==> src/rtl/gamerom_loader.sv <==
// gamerom_loader
//   Fills the 16-bit game ROM through its write port from an 8-bit byte
//   stream (for example the ESP32/SPI OSD download path). Bytes are paired
//   big-endian into 68k words and written at sequential word addresses from
//   0. The CPU is held in reset while a load is in progress.
//
//   Optional build macro: GAMEROM_LOADER_CSUM_EN
//     When defined, adds output csum[15:0], the mod-2^16 sum of all words
//     written during the current/last load.
//
// Ports:
//   clk         system clock
//   reset       synchronous, active-high reset
//   start       one-cycle pulse: begin a load (ignored while busy)
//   byte_valid  byte_data valid
//   byte_data   stream byte
//   byte_last   final byte of image, sampled with byte_valid
//   byte_ready  loader accepts a byte this cycle (registered)
//   we_b        ROM write enable
//   addr_b      ROM word address
//   din_b       ROM write data
//   busy        load in progress
//   done        last load finished (level)
//   overflow    image exceeded MAX_WORDS
//   cpu_hold    hold CPU in reset
//   word_count  words written in current/last load
//   csum        word checksum (GAMEROM_LOADER_CSUM_EN only)
//
// State table:
//   IDLE  | waiting for start after reset
//   HI    | waiting for the high byte of the next word
//   LO    | waiting for the low byte of the next word
//   WRITE | one-cycle ROM write of the assembled word
//   DRAIN | ROM full, discarding bytes until byte_last
//   DONE  | load finished, CPU released, start reloads

module gamerom_loader #(
    parameter int ADDR_W    = 14,
    parameter int MAX_WORDS = 16384,
    parameter int BOOT_HOLD = 0
) (
    input  logic              clk,
    input  logic              reset,
    input  logic              start,
    input  logic              byte_valid,
    input  logic [7:0]        byte_data,
    input  logic              byte_last,
    output logic              byte_ready,
    output logic              we_b,
    output logic [ADDR_W-1:0] addr_b,
    output logic [15:0]       din_b,
    output logic              busy,
    output logic              done,
    output logic              overflow,
    output logic              cpu_hold,
`ifdef GAMEROM_LOADER_CSUM_EN
    output logic [15:0]       csum,
`endif
    output logic [ADDR_W:0]   word_count
);

    typedef enum logic [2:0] {
        ST_IDLE,
        ST_HI,
        ST_LO,
        ST_WRITE,
        ST_DRAIN,
        ST_DONE
    } state_t;

    localparam logic [ADDR_W-1:0] LAST_ADDR   = ADDR_W'(MAX_WORDS - 1);
    localparam logic              BOOT_HOLD_L = (BOOT_HOLD != 0);

    state_t state;
    logic   final_flag;
    logic   xfer;

    // byte_ready is a register, so this has no combinational path back to
    // the source's byte_valid.
    assign xfer = byte_valid && byte_ready;

    always_ff @(posedge clk) begin
        if (reset) begin
            state      <= ST_IDLE;
            final_flag <= 1'b0;
            byte_ready <= 1'b0;
            we_b       <= 1'b0;
            addr_b     <= '0;
            din_b      <= '0;
            busy       <= 1'b0;
            done       <= 1'b0;
            overflow   <= 1'b0;
            cpu_hold   <= BOOT_HOLD_L;
            word_count <= '0;
`ifdef GAMEROM_LOADER_CSUM_EN
            csum       <= '0;
`endif
        end else begin
            // Write strobe lives for exactly the one cycle spent in WRITE.
            we_b <= 1'b0;

            case (state)
                ST_IDLE, ST_DONE: begin
                    if (start) begin
                        state      <= ST_HI;
                        final_flag <= 1'b0;
                        byte_ready <= 1'b1;
                        addr_b     <= '0;
                        word_count <= '0;
                        done       <= 1'b0;
                        overflow   <= 1'b0;
                        busy       <= 1'b1;
                        cpu_hold   <= 1'b1;
`ifdef GAMEROM_LOADER_CSUM_EN
                        csum       <= '0;
`endif
                    end
                end

                ST_HI: begin
                    if (xfer) begin
                        din_b[15:8] <= byte_data;
                        if (byte_last) begin
                            // Odd-length image: pad the low byte.
                            din_b[7:0] <= 8'h00;
                            final_flag <= 1'b1;
                            state      <= ST_WRITE;
                            we_b       <= 1'b1;
                            byte_ready <= 1'b0;
                        end else begin
                            state <= ST_LO;
                        end
                    end
                end

                ST_LO: begin
                    if (xfer) begin
                        din_b[7:0] <= byte_data;
                        final_flag <= byte_last;
                        state      <= ST_WRITE;
                        we_b       <= 1'b1;
                        byte_ready <= 1'b0;
                    end
                end

                ST_WRITE: begin
                    word_count <= word_count + (ADDR_W+1)'(1);
                    addr_b     <= addr_b + ADDR_W'(1);
`ifdef GAMEROM_LOADER_CSUM_EN
                    csum       <= csum + din_b;
`endif
                    if (final_flag) begin
                        state    <= ST_DONE;
                        busy     <= 1'b0;
                        done     <= 1'b1;
                        cpu_hold <= 1'b0;
                    end else if (addr_b == LAST_ADDR) begin
                        // ROM full but image continues: swallow the rest.
                        state      <= ST_DRAIN;
                        byte_ready <= 1'b1;
                    end else begin
                        state      <= ST_HI;
                        byte_ready <= 1'b1;
                    end
                end

                ST_DRAIN: begin
                    if (xfer && byte_last) begin
                        state      <= ST_DONE;
                        byte_ready <= 1'b0;
                        overflow   <= 1'b1;
                        busy       <= 1'b0;
                        done       <= 1'b1;
                        cpu_hold   <= 1'b0;
                    end
                end

                default: begin
                    state      <= ST_IDLE;
                    byte_ready <= 1'b0;
                end
            endcase
        end
    end

endmodule

==> config.mk <==
export PLATFORM = sky130hd
export DESIGN_NAME = gamerom_loader
export DESIGN_NICKNAME = d
export VERILOG_FILES = /design/src/rtl/gamerom_loader.sv
export SDC_FILE = /design/constraint.sdc
export NUM_CORES = 1
export LEC_CHECK = 0
export ABC_AREA = 1
export ABC_CLOCK_PERIOD_IN_PS = 1200
export BUFFER_PORTS_ARGS = -buffer_cell sky130_fd_sc_hd__buf_2
export CORE_MARGIN = 3
export CORE_UTILIZATION = 40
export DETAILED_ROUTE_END_ITERATION = 16
export PLACE_DENSITY = 0.63
export SYNTH_ARGS = -nofsm -noshare
export SYNTH_HDL_FRONTEND = slang
export SYNTH_SLANG_ARGS = --single-unit
==> constraint.sdc <==
create_clock -name clk -period 1.2 [get_ports clk]
set_input_delay 0.18 -clock clk [delete_from_list [all_inputs] [get_ports clk]]
set_output_delay 0.18 -clock clk [all_outputs]
set_load 0.1 [all_outputs]
==> flow_summary.ini, run 1 <==
[floorplanning]
initial_utilization_pct = 41.8
die_area_um2 = 7730
coreArea_um2 = 6420
die_h_um = 87.9
num_rows = 29
die_w_um = 87.9
ios = 64

[sta]
rsz0062_at_grt = yes
slew_headroom_pct = 79.2
finalHoldViolCount = 0
period_needed_ns = 1.38
clock_skew_ns = 0.00606
fmax_mhz = 722
setup_viol = 48
fin_crit_sh_pct = 115
fin_hold_ws_ns = 0.125
layout_setup_ws_ns = -0.185
tightest_slew_ns = 0.312
tns_ns = -4.74
slew_violations = 0

[power_and_ir_drop]
finalPower_mw = 6.67
p_int_mw = 3.65
power_density_nw_per_um2 = 1370
peakVddDrop_v = 0.00142
switching_share_pct = 45.3
p_switching_mw = 3.02
power_frac_clock_pct = 16.1
sequentialPowerShare_pct = 31.5
p_leak_nw = 2.00
combPwrFrac_pct = 52.3

[detailed_routing]
antenna_left = 0
firstDrtPassIters = 4
avgViaCountPerCell = 5.20
drt_iter0_drc = 124
vias = 3112
wl_per_cell_um = 14.5
wl_um = 8700
drc = 0

[logic_synthesis]
syn_nets = 420
async_flop_share_pct = 0
post-synth-top-count-cell = nand2_1
syn_inst = 405
synth_cell_types = 26
ys_top_cells_by_area = dfxtp_1, nand2_1, nor2_1
synth_top_area_share_pct = 40.3
ys_seq_area_share_pct = 40.3
synth_area_per_cell_um2 = 6.63
netlist_area_um2 = 2680
synth_top_area_cell = dfxtp_1
synth_edf_count = 0
synth_common_cells = nand2_1, nor2_1, dfxtp_1, a21oi_1, inv_1
ys_ff_latch = 54
yosys_warnings = 0
ys.flop_type = dfxtp_1

[cts]
cts-root-buf = clkbuf_8
cts_buffers = 5
clk_pin_slew_ns = 0.10
clkSinkCount = 54
ctsLongestPathBuffers = 2
cts_htree_levels = 2
hold_buffers = 0
cts_tree = built
clkLatencyLatePin_ns = 0.31

[place]
gp_congestion = 0.884
dp_hpwl_um = 5790
place_ws_ns = -0.157
port_buffers = 63
dpl.cell_count = 577
postPlaceCellArea_um2 = 4380

[critical_path]
path_buf_inv = 2
path_cells = inv_4 > nand2_8 > nand3_4 > nor2_8 > buf_6 > nor2_4 > nand2_1 > a21oi_2
end_kind = flop
cp_data_required_time_ns = 1.45
critPathTopFamily = simple AND/OR/NAND/NOR gates
r2r-end = addr_b[5]
crit_end = addr_b[5]
slowest_stage = dfxtp_4
worstPathMaxFanout = 6
path_class = flop to flop
start_kind = flop
cp_data_arrival_time_ns = 1.64
timing.rr.start = state[2]
cp.depth = 8
crit_path_max_incr_delay_ns = 0.39
r2r_cells = 8
crit_start = state[2]
reg2reg_slack_ns = -0.18

[run]
max_cap_viol_count = 0

[cells_and_area]
multi_input_area_um2 = 1690
area_delta_synth_final_pct = 81.4
final_nets = 536
layout.cells.non_filler = 599
postLayoutCoreUtil_pct = 75.8
drive_gt1_share_pct = 49.0
register_area_um2 = 1220
fin_area_um2 = 4870
n_antenna_cell = 0
n_fill_cell = 438

[global_route]
grt_pass1_vias = 2929
grt_pass1_wl_um = 13600
grt_max_degree = 24
grtUsageTotal_pct = 22.2
gr-total-overflow = 0
antenna_found_initial = 0

[worst_hold_path]
hold_path.class = input pin to flop

[outcome]
violations = setup timing
status = complete, but fails checks
power by group through the flow:
stage	sequential (mW)	combinational, mW	clock (mW)
2_1_floorplan	2.69	1.27	0
3_3_place_gp	2.09	2.85	0
3_5_place_dp	2.10	2.88	0
4_1_cts	2.10	3.18	1.10
5_1_grt	2.11	3.68	1.16
6_report	2.10	3.49	1.08
worst min-delay path by stage:
| stage | slack [ns] | depth (start not counted) | startpoint | to |
|---|---|---|---|---|
| floorplan | 0.25 | 1 | reset | word_count[5] |
| detailed placement | 0.46 | 2 | done | done |
| finish | 0.12 | 3 | byte_data[2] | din_b[2] |
| CTS | 0.12 | 3 | byte_data[2] | din_b[2] |
| global placement | 0.45 | 2 | done | done |
| global route | 0.13 | 3 | byte_data[2] | din_b[2] |
registers in the layout, summed over array words and instances (netlist names):
| signal | count |
|---|---|
| word_count | 15 |
| we_b | 1 |
| overflow | 1 |
| byte_ready | 1 |
| addr_b | 14 |
| state | 3 |
| final_flag | 1 |
| cpu_hold | 1 |
| done | 1 |
| din_b | 16 |
final cells by class:
cell class                 count  share of cell area, %
multi-input combinational    300                   34.7
timing repair buffer         116                   32.4
sequential                    54                   25.1
inverter                      44                   3.86
tap                           77                   1.98
clock buffer                   5                   1.41
clock inverter                 3                  0.488
timing repair:
action / CTS / global route
gates resized for setup: 35 / 44
pin swaps: 11 / 17
setup endpoints to repair: 55 / 56
gates cloned: 2 / 0
buffers inserted: 8 / 4
logic make-up after synthesis:
family                     Yosys count  synth area share, %
adders and majority gates            2                0.932
DFF                                 54                 40.3
buffers and inverters               53                 8.21
and+or+nand+nor                    226                 37.2
AOI/OAI and AO/OA                   70                 13.3
layer usage:
layer / global-route usage (%) / wire length [µm]
met3: 3.76 / 435
met4: 7.53 / 244
met2: 37.1 / 4320
met5: 0 / 0
met1: 28.9 / 3700
cell usage in the layout, fill, tap and decap left out, types with 2 or more instances in the layout:
master / n
dfxtp_4: 31
nand2_4: 6
inv_6: 4
nand3_1: 26
nand3_4: 2
nand4_1: 3
nand2_1: 98
clkbuf_8: 5
inv_1: 31
buf_6: 13
dfxtp_1: 2
nor3_1: 2
inv_4: 4
buf_4: 36
o21ai_1: 8
inv_2: 7
buf_12: 55
nor2_8: 3
o21bai_1: 3
nor2_2: 8
a21oi_1: 25
ha_4: 2
buf_2: 12
nor2_4: 11
a21oi_2: 13
nand2_2: 12
dfxtp_2: 21
nand3_2: 7
nor2_1: 46
o21ai_0: 20
worst min-delay path, delay by kind of cell:
family	cells	cell delay [ns]
and+or+nand+nor	1	0.07
buffers and inverters	1	0.10
AOI/OAI and AO/OA	1	0.05
No activity file was read; power rests on OpenSTA's default activity.
==> run 2, diff against run 1 <==
--- a/config.mk
+++ b/config.mk
@@ -8,10 +8,12 @@
 export ABC_AREA = 1
 export ABC_CLOCK_PERIOD_IN_PS = 1200
 export BUFFER_PORTS_ARGS = -buffer_cell sky130_fd_sc_hd__buf_2
+export CELL_PAD_IN_SITES_DETAIL_PLACEMENT = 1
+export CELL_PAD_IN_SITES_GLOBAL_PLACEMENT = 1
 export CORE_MARGIN = 3
-export CORE_UTILIZATION = 40
+export CORE_UTILIZATION = 33
 export DETAILED_ROUTE_END_ITERATION = 16
-export PLACE_DENSITY = 0.63
+export PLACE_DENSITY = 0.73
 export SYNTH_ARGS = -nofsm -noshare
 export SYNTH_HDL_FRONTEND = slang
 export SYNTH_SLANG_ARGS = --single-unit
==> flow_summary.ini, run 2 (synthesized netlist as in run 1, its figures left out) <==
[power_and_ir_drop]
p_switching_mw = 3.47
power_density_nw_per_um2 = 1470
sequentialPowerShare_pct = 27.9
p_leak_nw = 2.12
power_frac_clock_pct = 17.5
switching_share_pct = 45.7
p_int_mw = 4.12
combPwrFrac_pct = 54.6
peakVddDrop_v = 0.00146

[cts]
cts-root-buf = clkbuf_8
cts_buffers = 5
clk_pin_slew_ns = 0.11
cts_htree_levels = 2
ctsLongestPathBuffers = 2
cts_tree = built
hold_buffers = 0
clkSinkCount = 54
clkLatencyLatePin_ns = 0.32

[critical_path]
reg2reg_slack_ns = -0.41
worstPathMaxFanout = 4
end_kind = flop
timing.rr.start = addr_b[5]
slowest_stage = dfxtp_4
start_kind = flop
cp_data_arrival_time_ns = 1.81
cp_data_required_time_ns = 1.40
r2r-end = addr_b[12]
crit_top_cell = nand2_1
r2r_cells = 7
path_cells = nand2_1 > inv_1 > nand2_1 > nor2_4 > nand2_1 > o21ai_0 > a21oi_1
crit_path_max_incr_delay_ns = 0.36
path_class = flop to flop

[global_route]
grtUsageTotal_pct = 23.6
gr-total-overflow = 0
grt_pass1_vias = 3441
grt_pass1_wl_um = 16900
grt_max_degree = 32
antenna_found_initial = 0

[detailed_routing]
wl_per_cell_um = 20.8
wl_um = 13400
drc = 0
firstDrtPassIters = 4
avgViaCountPerCell = 5.39
antenna_left = 0
vias = 3456
drt_iter0_drc = 152

[worst_hold_path]
hold_path.class = input pin to flop
hold_end = din_b[4]
worst_hold_path.num_cells = 3
hp-start = byte_data[4]

[cells_and_area]
final_cell_mix = nand2_1, buf_12, buf_4
largest_reg_flops = 16
n_fill_cell = 892
n_antenna_cell = 0
area_delta_synth_final_pct = 92.8
largest-register = din_b
drive_gt1_share_pct = 54.2
final_common_cell = nand2_1
layout.cells.non_filler = 641
top_regs = din_b: 16 flops, word_count: 15 flops, addr_b: 14 flops
final_nets = 553

[run]
max_cap_viol_count = 0

[floorplanning]
coreArea_um2 = 7810
initial_utilization_pct = 34.4
num_rows = 32
die_area_um2 = 9250
ios = 64
die_w_um = 96.2
die_h_um = 96.2

[sta]
period_needed_ns = 1.61
fin_hold_ws_ns = 0.124
rsz0062_at_grt = yes
setup_viol = 54
slew_violations = 0
clock_skew_ns = 0.0104
slew_headroom_pct = 76.2
tightest_slew_ns = 0.357
finalHoldViolCount = 0
fmax_mhz = 621
layout_setup_ws_ns = -0.409
tns_ns = -10.66
fin_crit_sh_pct = 134

[place]
gp_congestion = 0.870
dp_hpwl_um = 7530
place_ws_ns = -0.217
port_buffers = 63
dpl.cell_count = 610

[outcome]
violations = setup timing
status = complete, but fails checks
run 2: metrics by stage:
stage                     area, µm²  utilization [%]  power, mW
final                          5170             66.3       7.59
after global routing           5170             66.3       7.92
after CTS                      4730             60.6       6.66
after detailed placement       4480             57.4       5.10
after global placement         4480             57.4       4.98
after floorplan                2920                -       3.96
run 2: worst max-delay path by stage:
stage	from	slack [ns]	to
floorplan	word_count[0]	-0.24	word_count[12]
global placement	state[0]	-0.10	state[2]
detailed placement	state[0]	-0.22	state[2]
CTS	state[2]	-0.18	addr_b[0]
global route	addr_b[5]	-0.52	addr_b[12]
finish	addr_b[5]	-0.41	addr_b[12]
run 2: repair_timing:
action,in CTS,in global routing
setup buffers,5,15
gates resized for setup,29,71
pin swaps,5,29
endpoints found under the setup margin,54,61
gates cloned,0,4
run 2: critical path, delay by kind of cell (launching register included):
kind | cells | cell delay (ns)
DFF | 1 | 0.36
buffers and inverters | 1 | 0.11
AOI/OAI and AO/OA | 2 | 0.42
and+or+nand+nor | 4 | 0.61
run 2: layout make-up:
type	count	area [µm²]	area share [%]
Timing Repair Buffer	132	1740	33.6
Inverter	44	190	3.68
Clock buffer	5	68.8	1.33
Tap cell	102	128	2.47
Multi-Input combinational cell	301	1780	34.3
Sequential cell	54	1220	23.6
Clock inverter	3	47.5	0.919
run 2: routing by layer:
metal	GRT usage [%]	routed length [µm]	vias to the layer above
met5	0	0	-
met4	7.46	444	0
met3	3.91	714	41
met2	44.7	7100	158
met1	26.4	5100	1691
li1	-	-	1566
run 2: power by group through the flow:
stage / Combinational [mW] / Clock, mW / Sequential [mW]
final: 4.14 / 1.33 / 2.12
after floorplan: 1.27 / 0 / 2.69
after global placement: 2.88 / 0 / 2.10
after detailed placement: 2.99 / 0 / 2.11
after CTS: 3.22 / 1.34 / 2.09
after global routing: 4.35 / 1.43 / 2.14
